==> src/rtl/mvb_frame_parser.sv <==
// MVB frame parser: on each end-of-frame pulse, reads one frame out of the decode FIFO,
// splits master frames into F_code/address, streams slave frames word by word, and
// discards frames with line errors, bad lengths, overruns or reserved F_codes.
module mvb_frame_parser #(
    parameter int unsigned CNT_W = 16
) (
    input  logic             clk,
    input  logic             rst,
    input  logic             frame_over,
    input  logic             frame_is_master,
    input  logic             length_error,
    input  logic             signal_error,
    input  logic             delimiter_error,
    input  logic             quality_error,
    input  logic             crc_error,
    input  logic [15:0]      fifo_data,
    input  logic             fifo_empty,
    input  logic [4:0]       fifo_count,
    output logic             fifo_rden,
    output logic             m_valid,
    output logic [3:0]       m_fcode,
    output logic [11:0]      m_addr,
    output logic             s_valid,
    output logic [15:0]      s_data,
    output logic [3:0]       s_index,
    output logic             s_last,
    output logic             frame_done,
    output logic             frame_err,
    output logic [2:0]       err_code,
    output logic [CNT_W-1:0] frame_cnt,
    output logic [CNT_W-1:0] err_cnt
);

    localparam logic [2:0] ErrOk       = 3'd0;
    localparam logic [2:0] ErrLine     = 3'd1;
    localparam logic [2:0] ErrSize     = 3'd2;
    localparam logic [2:0] ErrEmpty    = 3'd3;
    localparam logic [2:0] ErrOverrun  = 3'd4;
    localparam logic [2:0] ErrReserved = 3'd5;

    typedef enum logic [2:0] {StInit, StIdle, StCheck, StRead, StFlush, StDone} state_e;

    state_e     state_q;
    logic       run_q;        // low for the first clk after reset so INIT never reads in reset
    logic       fo_q;
    logic       rise_q;
    logic       err_latch_q;
    logic       err_snap_q;
    logic       is_m_q;
    logic [4:0] words_q;
    logic [4:0] remain_q;
    logic       rd_pend_q;    // a read was issued last clk, fifo_data is valid now
    logic [3:0] idx_q;
    logic [2:0] code_q;
    logic       ovr_q;
    logic       m_pend_q;
    logic [4:0] exp_len_q;

    logic       err_any;
    logic       reading;
    logic       frame_end;
    logic       fcode_rsvd;
    logic [2:0] check_code;
    logic [2:0] done_code;

    // Expected slave length implied by an accepted master F_code
    function automatic logic [4:0] slave_len(input logic [3:0] fc);
        logic [4:0] len;
        len = 5'd1;
        if (fc <= 4'd4) begin
            len = 5'd1 << fc;
        end
        return len;
    endfunction

    // Read enable, frame-check decision and completion code
    always_comb begin
        err_any   = length_error | signal_error | delimiter_error | quality_error | crc_error;
        reading   = (state_q == StRead) || (state_q == StFlush);
        frame_end = reading && (remain_q == 5'd0) && !rd_pend_q;
        fifo_rden = 1'b0;
        if (run_q && !fifo_empty) begin
            if (state_q == StInit) begin
                fifo_rden = 1'b1;
            end else if (reading && (remain_q != 5'd0)) begin
                fifo_rden = 1'b1;
            end
        end

        fcode_rsvd = (fifo_data[15:12] >= 4'd5) && (fifo_data[15:12] <= 4'd7);

        check_code = ErrOk;
        if (words_q == 5'd0) begin
            check_code = ErrEmpty;
        end else if (err_snap_q) begin
            check_code = ErrLine;
        end else if (is_m_q && (words_q != 5'd1)) begin
            check_code = ErrSize;
        end else if (!is_m_q && m_pend_q && (exp_len_q != words_q)) begin
            check_code = ErrSize;
        end else if (!is_m_q && !m_pend_q && (words_q > 5'd16)) begin
            check_code = ErrSize;
        end

        // An earlier error code wins over an overrun
        if (code_q != ErrOk) begin
            done_code = code_q;
        end else if (ovr_q || rise_q) begin
            done_code = ErrOverrun;
        end else begin
            done_code = ErrOk;
        end
    end

    // Frame FSM with registered outputs
    always_ff @(posedge clk or negedge rst) begin
        if (!rst) begin
            state_q     <= StInit;
            run_q       <= 1'b0;
            fo_q        <= 1'b0;
            rise_q      <= 1'b0;
            err_latch_q <= 1'b0;
            err_snap_q  <= 1'b0;
            is_m_q      <= 1'b0;
            words_q     <= 5'd0;
            remain_q    <= 5'd0;
            rd_pend_q   <= 1'b0;
            idx_q       <= 4'd0;
            code_q      <= ErrOk;
            ovr_q       <= 1'b0;
            m_pend_q    <= 1'b0;
            exp_len_q   <= 5'd0;
            m_valid     <= 1'b0;
            m_fcode     <= 4'd0;
            m_addr      <= 12'd0;
            s_valid     <= 1'b0;
            s_data      <= 16'd0;
            s_index     <= 4'd0;
            s_last      <= 1'b0;
            frame_done  <= 1'b0;
            frame_err   <= 1'b0;
            err_code    <= ErrOk;
            frame_cnt   <= '0;
            err_cnt     <= '0;
        end else begin
            run_q      <= 1'b1;
            fo_q       <= frame_over;
            rise_q     <= frame_over & ~fo_q;
            m_valid    <= 1'b0;
            s_valid    <= 1'b0;
            s_last     <= 1'b0;
            frame_done <= 1'b0;
            frame_err  <= 1'b0;
            err_code   <= ErrOk;

            err_latch_q <= (state_q == StDone) ? 1'b0 : (err_latch_q | err_any);

            // A completion arriving while busy is not processed; its words stay in the FIFO
            if (rise_q && (state_q != StIdle)) begin
                ovr_q <= 1'b1;
            end

            if (reading) begin
                rd_pend_q <= fifo_rden;
                if (fifo_rden) begin
                    remain_q <= remain_q - 5'd1;
                end
            end

            unique case (state_q)
                StInit: begin
                    ovr_q <= 1'b0;
                    if (fifo_empty) begin
                        state_q <= StIdle;
                    end
                end
                StIdle: begin
                    if (rise_q) begin
                        words_q    <= fifo_count;
                        is_m_q     <= frame_is_master;
                        err_snap_q <= err_latch_q | err_any;
                        state_q    <= StCheck;
                    end
                end
                StCheck: begin
                    code_q    <= check_code;
                    remain_q  <= words_q;
                    idx_q     <= 4'd0;
                    rd_pend_q <= 1'b0;
                    m_pend_q  <= 1'b0;
                    state_q   <= (check_code == ErrOk) ? StRead : StFlush;
                end
                StRead: begin
                    if (rd_pend_q) begin
                        if (is_m_q) begin
                            if (fcode_rsvd) begin
                                code_q <= ErrReserved;
                            end else begin
                                m_valid <= 1'b1;
                                m_fcode <= fifo_data[15:12];
                                m_addr  <= fifo_data[11:0];
                            end
                        end else begin
                            s_valid <= 1'b1;
                            s_data  <= fifo_data;
                            s_index <= idx_q;
                            s_last  <= ({1'b0, idx_q} == (words_q - 5'd1));
                            idx_q   <= idx_q + 4'd1;
                        end
                    end
                end
                StFlush: begin
                end
                StDone: begin
                    ovr_q   <= 1'b0;
                    code_q  <= ErrOk;
                    state_q <= StIdle;
                end
                default: begin
                    state_q <= StInit;
                end
            endcase

            // Completion: one clk after the last strobe, or after the last flushed word
            if (frame_end) begin
                state_q    <= StDone;
                frame_done <= 1'b1;
                frame_err  <= (done_code != ErrOk);
                err_code   <= done_code;
                if (done_code == ErrOk) begin
                    if (frame_cnt != '1) begin
                        frame_cnt <= frame_cnt + CNT_W'(1);
                    end
                    if (is_m_q) begin
                        m_pend_q  <= 1'b1;
                        exp_len_q <= slave_len(m_fcode);
                    end
                end else if (err_cnt != '1) begin
                    err_cnt <= err_cnt + CNT_W'(1);
                end
            end
        end
    end

endmodule

==> config.mk <==
export PLATFORM = sky130hd
export DESIGN_NAME = mvb_frame_parser
export DESIGN_NICKNAME = d
export VERILOG_FILES = /design/src/rtl/mvb_frame_parser.sv
export SDC_FILE = /design/constraint.sdc
export NUM_CORES = 1
export LEC_CHECK = 0
export BUFFER_PORTS_ARGS = -buffer_cell sky130_fd_sc_hd__buf_2
export CAP_MARGIN = 40
export CORE_AREA = 2 2 109 111
export CTS_BUF_LIST = sky130_fd_sc_hd__clkbuf_8 sky130_fd_sc_hd__clkbuf_16
export DETAILED_ROUTE_END_ITERATION = 16
export DIE_AREA = 0 0 111 113
export PLACE_DENSITY_LB_ADDON = 0.1
export SETUP_SLACK_MARGIN = 0.15
export SLEW_MARGIN = 20
export SYNTH_ARGS = -nofsm -noshare
export SYNTH_HDL_FRONTEND = slang
export SYNTH_SLANG_ARGS = --single-unit
==> constraint.sdc <==
create_clock -name clk -period 5.65 [get_ports clk]
set_input_delay 0.565 -clock clk [delete_from_list [all_inputs] [get_ports clk]]
set_output_delay 0.565 -clock clk [all_outputs]
set_load 0.02 [all_outputs]
# After elaboration in Yosys (flattened, before gate mapping)
# Cells that the tools add are included.
op_classes:
  addsub: 5
  order_cmp: 4
  n_eq_ne: 18
  shifts: 1
  mux: 48
  bitwise_logic: 10
  n_reduce_logical: 42
op_table:
  columns: ["operator", "count"]
  rows:
  - ["$add 16x1->16 const B", 2]
  - ["$ne 16x16->1 const B", 2]
  - ["$mux 3", 10]
  - ["$mux 1", 24]
  - ["$mux 5", 4]
  - ["$reduce_and 3->1", 6]
  - ["$pmux 3 s5", 1]
  - ["$logic_and 1x1->1", 11]
  - ["$logic_not 5->1", 2]
  - ["$mux 2", 5]
  - ["$sub 5x1->5 const B", 2]
  - ["$logic_not 3->1", 3]
  - ["$pmux 3 s3", 1]
  - ["$reduce_bool 3->1", 3]
  - ["$le 4x3->1 const B", 2]
  - ["$mux 4", 2]
  - ["$ne 2x2->1 const B", 4]
  - ["$pmux 4 s2", 1]
  - ["$reduce_and 4->1", 2]
  - ["$reduce_bool 2->1", 4]
  - ["$eq 3x2->1 const B", 2]
  - ["$eq 3x3->1 const B", 2]
  - ["$ne 3x3->1 const B", 2]
  - ["$eq 4x5->1", 1]
  - ["17 further kinds", 30]
word_totals:
  regBits: 110
  input_bits: 31
  out_inout_bits: 77
  elab_cells: 155

# Depth between registers and ports, before layout
depth:
  word_depth: 12
  mapped_depth: 9
  mapped_depth_nobuf: 8

# Least setup slack after synthesis
# Ideal clock, no wire load.
synth_path:
  path_type: "register -> register"
  start: "reg remain_q[0]"
  end: "reg err_cnt[15]"
  setup_time_ns: 0.128
  t_arrival_ns: 2.353
  path_slack_ns: 3.169
  path_stages_with_launch: 9
  n_path_buf: 1
  period_less_slack_ns: 2.481
  path_cell_list: "dfrtp_1 inv_1 ha_1 or4b_4 a211o_1 buf_6 or3_1 nor3_1 mux2_1"
synth_between:
  elab_chain_cells: 4
synth_lines:
  columns: ["element", "line", "source"]
  rows:
  - ["from (decl)", "51", "logic [4:0] remain_q;"]
  - ["from (signal assigned)", "166", "remain_q <= remain_q - 5'd1;"]
  - ["from (signal assigned)", "187", "remain_q <= words_q;"]
  - ["$logic_not 5->1", "80", "frame_end = reading && (remain_q == 5'd0) && !rd_pend_q;"]
  - ["$logic_and 1x1->1 (2 in a row)", "80", null]
  - ["$reduce_and 3->1 (no source line)", null, null]
  - ["to (signal assigned)", "239", "err_cnt <= err_cnt + CNT_W'(1);"]
  - ["to (decl)", "31", "output logic [CNT_W-1:0] err_cnt"]
# Every way passes these cells.
# A chain may end at the register's enable or synchronous reset.

# Final worst setup path
layout_path:
  start: "reg remain_q[0]"
  end: "reg frame_cnt[1]"
layout_between:
  elab_chain_cells: 4
layout_lines:
  columns: ["element", "line", "source"]
  rows:
  - ["$logic_not 5->1", "80", null]
  - ["$logic_and 1x1->1 (2 in a row)", "80", null]
  - ["$reduce_and 3->1 (no source line)", null, null]
  - ["to (signal assigned)", "232", "frame_cnt <= frame_cnt + CNT_W'(1);"]
  - ["to (decl)", "30", "output logic [CNT_W-1:0] frame_cnt,"]
# Every way passes these cells.

==> results.txt <==
----------------------------------------------------
[Final layout]
  P&R area growth vs syn ... 20.3%
  Number of nets in the final layout ... roughly 600
  Fraction of final layout cells sized beyond drive strength 1 ... between 30% and 40%
  Number of diodes ... 0

[Pwr]
  Leakage power figure ... just under 3 nW
  Maximum vdd drop ... roughly 230 uV
  Flop pwr share ... between 40% and 50%
  Cell area power density ... approximately 400 mW/mm2
  Part of the power in the clock network ... a little over a quarter
  Total internal power ... 1.56 mW
  Part of the power in combinational logic ... between 20% and 30%
  Net load switching power ... 0.818 mW
  Switching part of the total ... 34.4%

[Clock tree]
  Clock sink count ... 110
  Hold-fix buffers, CTS ... 0
  Post-CTS setup-driven buffer insertion count ... 0
  Clock buffer depth ... 2
  Clock network latency to the later pin of the worst-skew pair ... 350 ps
  Number of CTS-inserted buffers ... 9
  Clock H-tree levels ... 3
  Resized cells post-CTS ... 0
  Root buffer cell ... sky130_fd_sc_hd__clkbuf_16
  TritonCTS clock tree ... built
  Clk pin slew, worst setup/hold paths ... approximately 70 ps

[Run]
  Number of maximum-capacitance violations ... 0

[Logic synthesis]
  Post-Syn Area ... approximately 0.005 mm2
  Library cell with the largest summed area after synthesis ... sky130_fd_sc_hd__dfrtp_1
  Flip-flop cell with the highest count after synthesis ... sky130_fd_sc_hd__dfrtp_1
  Unique cell type count in the Yosys netlist ... 55
  Number of standard cells after synthesis ... approximately 440
  Mean Syn Cell Area ... between 10 and 15 um2
  Simple logic cell fraction of the synthesized area ... 16.1%
  Post-synthesis share of cell area spent on xor and xnor gates ... approximately 7.5%
  Share of synthesized area occupied by flip-flops and latches ... around 55%
  Adder-cell share of the synthesized area ... roughly 1.8%
  Fraction of synthesis flops using an asynchronous set or reset pin ... 100%
  Mux share of post-synthesis cell area ... a little under a tenth
  Area fraction of the dominant cell type after synthesis ... a little under three fifths
  Number of synthesized register bits ... 110
  Combinational family with the most area after synthesis ... simple AND/OR/NAND/NOR gates
  Post-synthesis compound-gate area fraction ... under 10%
  Top cells by area, synth ... sky130_fd_sc_hd__dfrtp_1 (55%), sky130_fd_sc_hd__mux2_2 (8.8%), sky130_fd_sc_hd__xnor2_1 (4.7%), sky130_fd_sc_hd__xor2_1 (2.8%), sky130_fd_sc_hd__nor2_1 (2.3%)
  Count of warnings emitted by yosys ... 0
  Post-synth EDFFs ... 0
  Net Count, Synth ... between 400 and 500

[Worst setup path]
  Largest incremental delay on the critical path ... 700 ps
  Endpoint type of the worst setup path ... flop
  Largest fanout on the critical path ... 15
  Cells traversed along the worst timing path ... inv_1, ha_1, or4b_4, a211o_1, a311oi_4, mux2_2
  CP Data Arrival Time ... just over 3000 ps
  Worst path slowest cell ... sky130_fd_sc_hd__a311oi_4
  Buf/Inv on CP ... 1
  Path type of the worst setup path ... flop to flop
  CP startpoint kind ... flop
  CP top delay family ... compound AO/OA/AOI/OAI gates
  Required time worst endpoint ... slightly below 6000 ps

[Floorplan]
  Area of the core ... roughly 0.011 mm2
  Total I/O pin count ... roughly 110
  Starting density of the core ... roughly 44%
  Std cell rows ... 39
  Die width ... between 100 and 150 um
  Die Y-Extent ... ~110 um
  Full die area ... about 0.013 mm2

[STA]
  Max-Slew Margin vs Limit ... 42.8%
  Worst hold-check slack ... approximately 120 ps
  Number of max-slew violations in the final report ... 0
  Portion of the clock cycle consumed by the worst path in the final layout ... 49.6%
  Highest Clock Rate ... between 0.3 and 0.4 GHz
  Total setup violations reported at the end of the flow ... 0
  Final hold vios ... 0
  Final worst clock skew ... about 10 ps
  Min Tclk post-route ... 2800 ps
  Worst-margin pin slew ... approximately 850 ps
  Setup repair after global routing missed its margin ... false
  Total Negative Setup Slacks ... 0 ps

[GRT]
  Total GRT Usage ... 17.2%
  Wire length of the first global-routing pass ... around 17 mm
  Number of antenna violations at the first check in global routing ... 0
  Vias in the first global route ... about 3.5k
  Maximum number of pins on one net before global-route repair ... 46
  Final global-route overflow total ... 0

[Drt]
  DRC violation count after routing ... 0
  Routed WL ... approximately 10 mm
  DRT antenna net count ... 0
  Routed vias/inst ... around 5.2
  Vias post-DR ... 3603
  Number of search-and-repair iterations in the first detailed-routing pass ... 4
  Initial DRC count ... 146
  WL/cell ... between 15 and 20 um

[Place]
  Total of buffers placed on input and output ports ... 107
  Final HPWL from detailed placement ... approximately 7.6 mm
  RePlAce Congestion ... 0.781

[Outcome]
  Run status ... completed

[Worst hold path]
  Worst hold-check path type ... input pin to async pin

----------------------------------------------------
-- sequential cells by signal (all words and copies together), names as in the netlist, 5 cells and up --
signal,count
err_cnt,16
frame_cnt,16
s_data,16
m_addr,12
exp_len_q,5
remain_q,5
words_q,5
-- cell usage after synthesis (2+ instances only) --
cell	number
sky130_fd_sc_hd__or3_1	3
sky130_fd_sc_hd__or4_1	2
sky130_fd_sc_hd__mux2_2	39
sky130_fd_sc_hd__a211oi_1	2
sky130_fd_sc_hd__xor2_1	16
sky130_fd_sc_hd__nor2b_1	4
sky130_fd_sc_hd__a211o_1	2
sky130_fd_sc_hd__xnor2_1	27
sky130_fd_sc_hd__nand4_1	16
sky130_fd_sc_hd__nand3b_1	2
sky130_fd_sc_hd__nor4_1	5
sky130_fd_sc_hd__a21oi_1	18
sky130_fd_sc_hd__nand2_1	28
sky130_fd_sc_hd__inv_1	18
sky130_fd_sc_hd__mux2_1	2
sky130_fd_sc_hd__buf_6	2
sky130_fd_sc_hd__o21ai_1	5
sky130_fd_sc_hd__nand3_1	12
sky130_fd_sc_hd__o211ai_1	2
sky130_fd_sc_hd__clkbuf_1	11
sky130_fd_sc_hd__ha_1	7
sky130_fd_sc_hd__nor3_1	13
sky130_fd_sc_hd__nand2b_1	8
sky130_fd_sc_hd__and4_1	2
sky130_fd_sc_hd__o21ai_0	11
sky130_fd_sc_hd__and3_1	4
sky130_fd_sc_hd__nor2_2	5
sky130_fd_sc_hd__nor2_1	30
sky130_fd_sc_hd__dfrtp_1	110
sky130_fd_sc_hd__nand4b_1	3
sky130_fd_sc_hd__nor4b_1	3
sky130_fd_sc_hd__and2_1	3
-- worst register-to-register path, cell delays in order, from the launching register on --
cell	delay [ps]
sky130_fd_sc_hd__dfrtp_1	400
sky130_fd_sc_hd__inv_1	90
sky130_fd_sc_hd__ha_1	150
sky130_fd_sc_hd__or4b_4	480
sky130_fd_sc_hd__a211o_1	460
sky130_fd_sc_hd__a311oi_4	710
sky130_fd_sc_hd__mux2_2	410
-- path summary, 6_finish.rpt --
kind / startpoint / endpoint / slack, ps / cells past startpoint
min in group clk: frame_over / fo_q / 330 / 1
setup reg to reg: remain_q[0] / frame_cnt[1] / 2850 / 6
max in group asynchronous: rst / state_q[2] / 4390 / 3
hold / removal: rst / frame_cnt[5] / 120 / 1
hold reg to reg: fo_q / rise_q / 390 / 1
setup / recovery: remain_q[0] / frame_cnt[1] / 2850 / 6
-- per-layer routing --
layer | share of wire, % | global-route usage, % | vias to the layer above
li1 | - | - | 1759
met1 | 46 | 21.9 | 1767
met2 | 48 | 28.5 | 68
met3 | 4.6 | 5.14 | 9
met4 | 1.2 | 5.33 | 0
met5 | 0 | 0 | -
-- kinds of logic after synthesis --
logic type | after synthesis
AOI/OAI and AO/OA | 54
xor gates and xnor gates | 43
adders and majority gates | 7
buffers and inverters | 32
DFF | 110
muxes | 42
other | 1
and+or+nand+nor | 149
-- final cells by class --
| class | instances | area, um2 |
|---|---|---|
| Multi-Input combinational cell | 296 | 2110 |
| Timing Repair Buffer | 112 | 597 |
| Fill cell | 1042 | 5270 |
| Clock buffer | 12 | 267 |
| Inverter | 19 | 71.3 |
| Clock inverter | 4 | 28.8 |
| Sequential cell | 110 | 2750 |
| Tap cell | 143 | 179 |
-- per-stage QoR --
stage                     utilization [%]  instances  cell area, um2  power (mW)  worst slack (ps)
after global routing                 53.3        696            6000        2.53              2760
after floorplan                         -        438            4990        1.55              3170
after CTS                            53.3        696            6000        2.41              2840
after global placement               50.2        677            5660        1.75              2890
final                                53.3        696            6000        2.38              2850
after detailed placement             50.6        680            5710        1.78              2840
-- power groups by stage --
stage	clock network (mW)	registers [mW]	logic, mW
global placement	0	1.11	0.641
detailed placement	0	1.11	0.662
global route	0.678	1.13	0.726
finish	0.625	1.10	0.656
floorplan	0	1.14	0.418
CTS	0.643	1.10	0.665
-- cells in the final DEF (no fill, tap or decap), drive strengths merged, types with 8 or more instances in the layout --
master	count
nand4	16
nor2	35
dfrtp	110
a21oi	18
buf	111
nand2b	8
clkbuf	12
xor2	16
inv	20
o21ai	16
mux2	41
nand2	28
nand3	12
nor3	13
xnor2	27
Power figures use the tool's default switching activity.
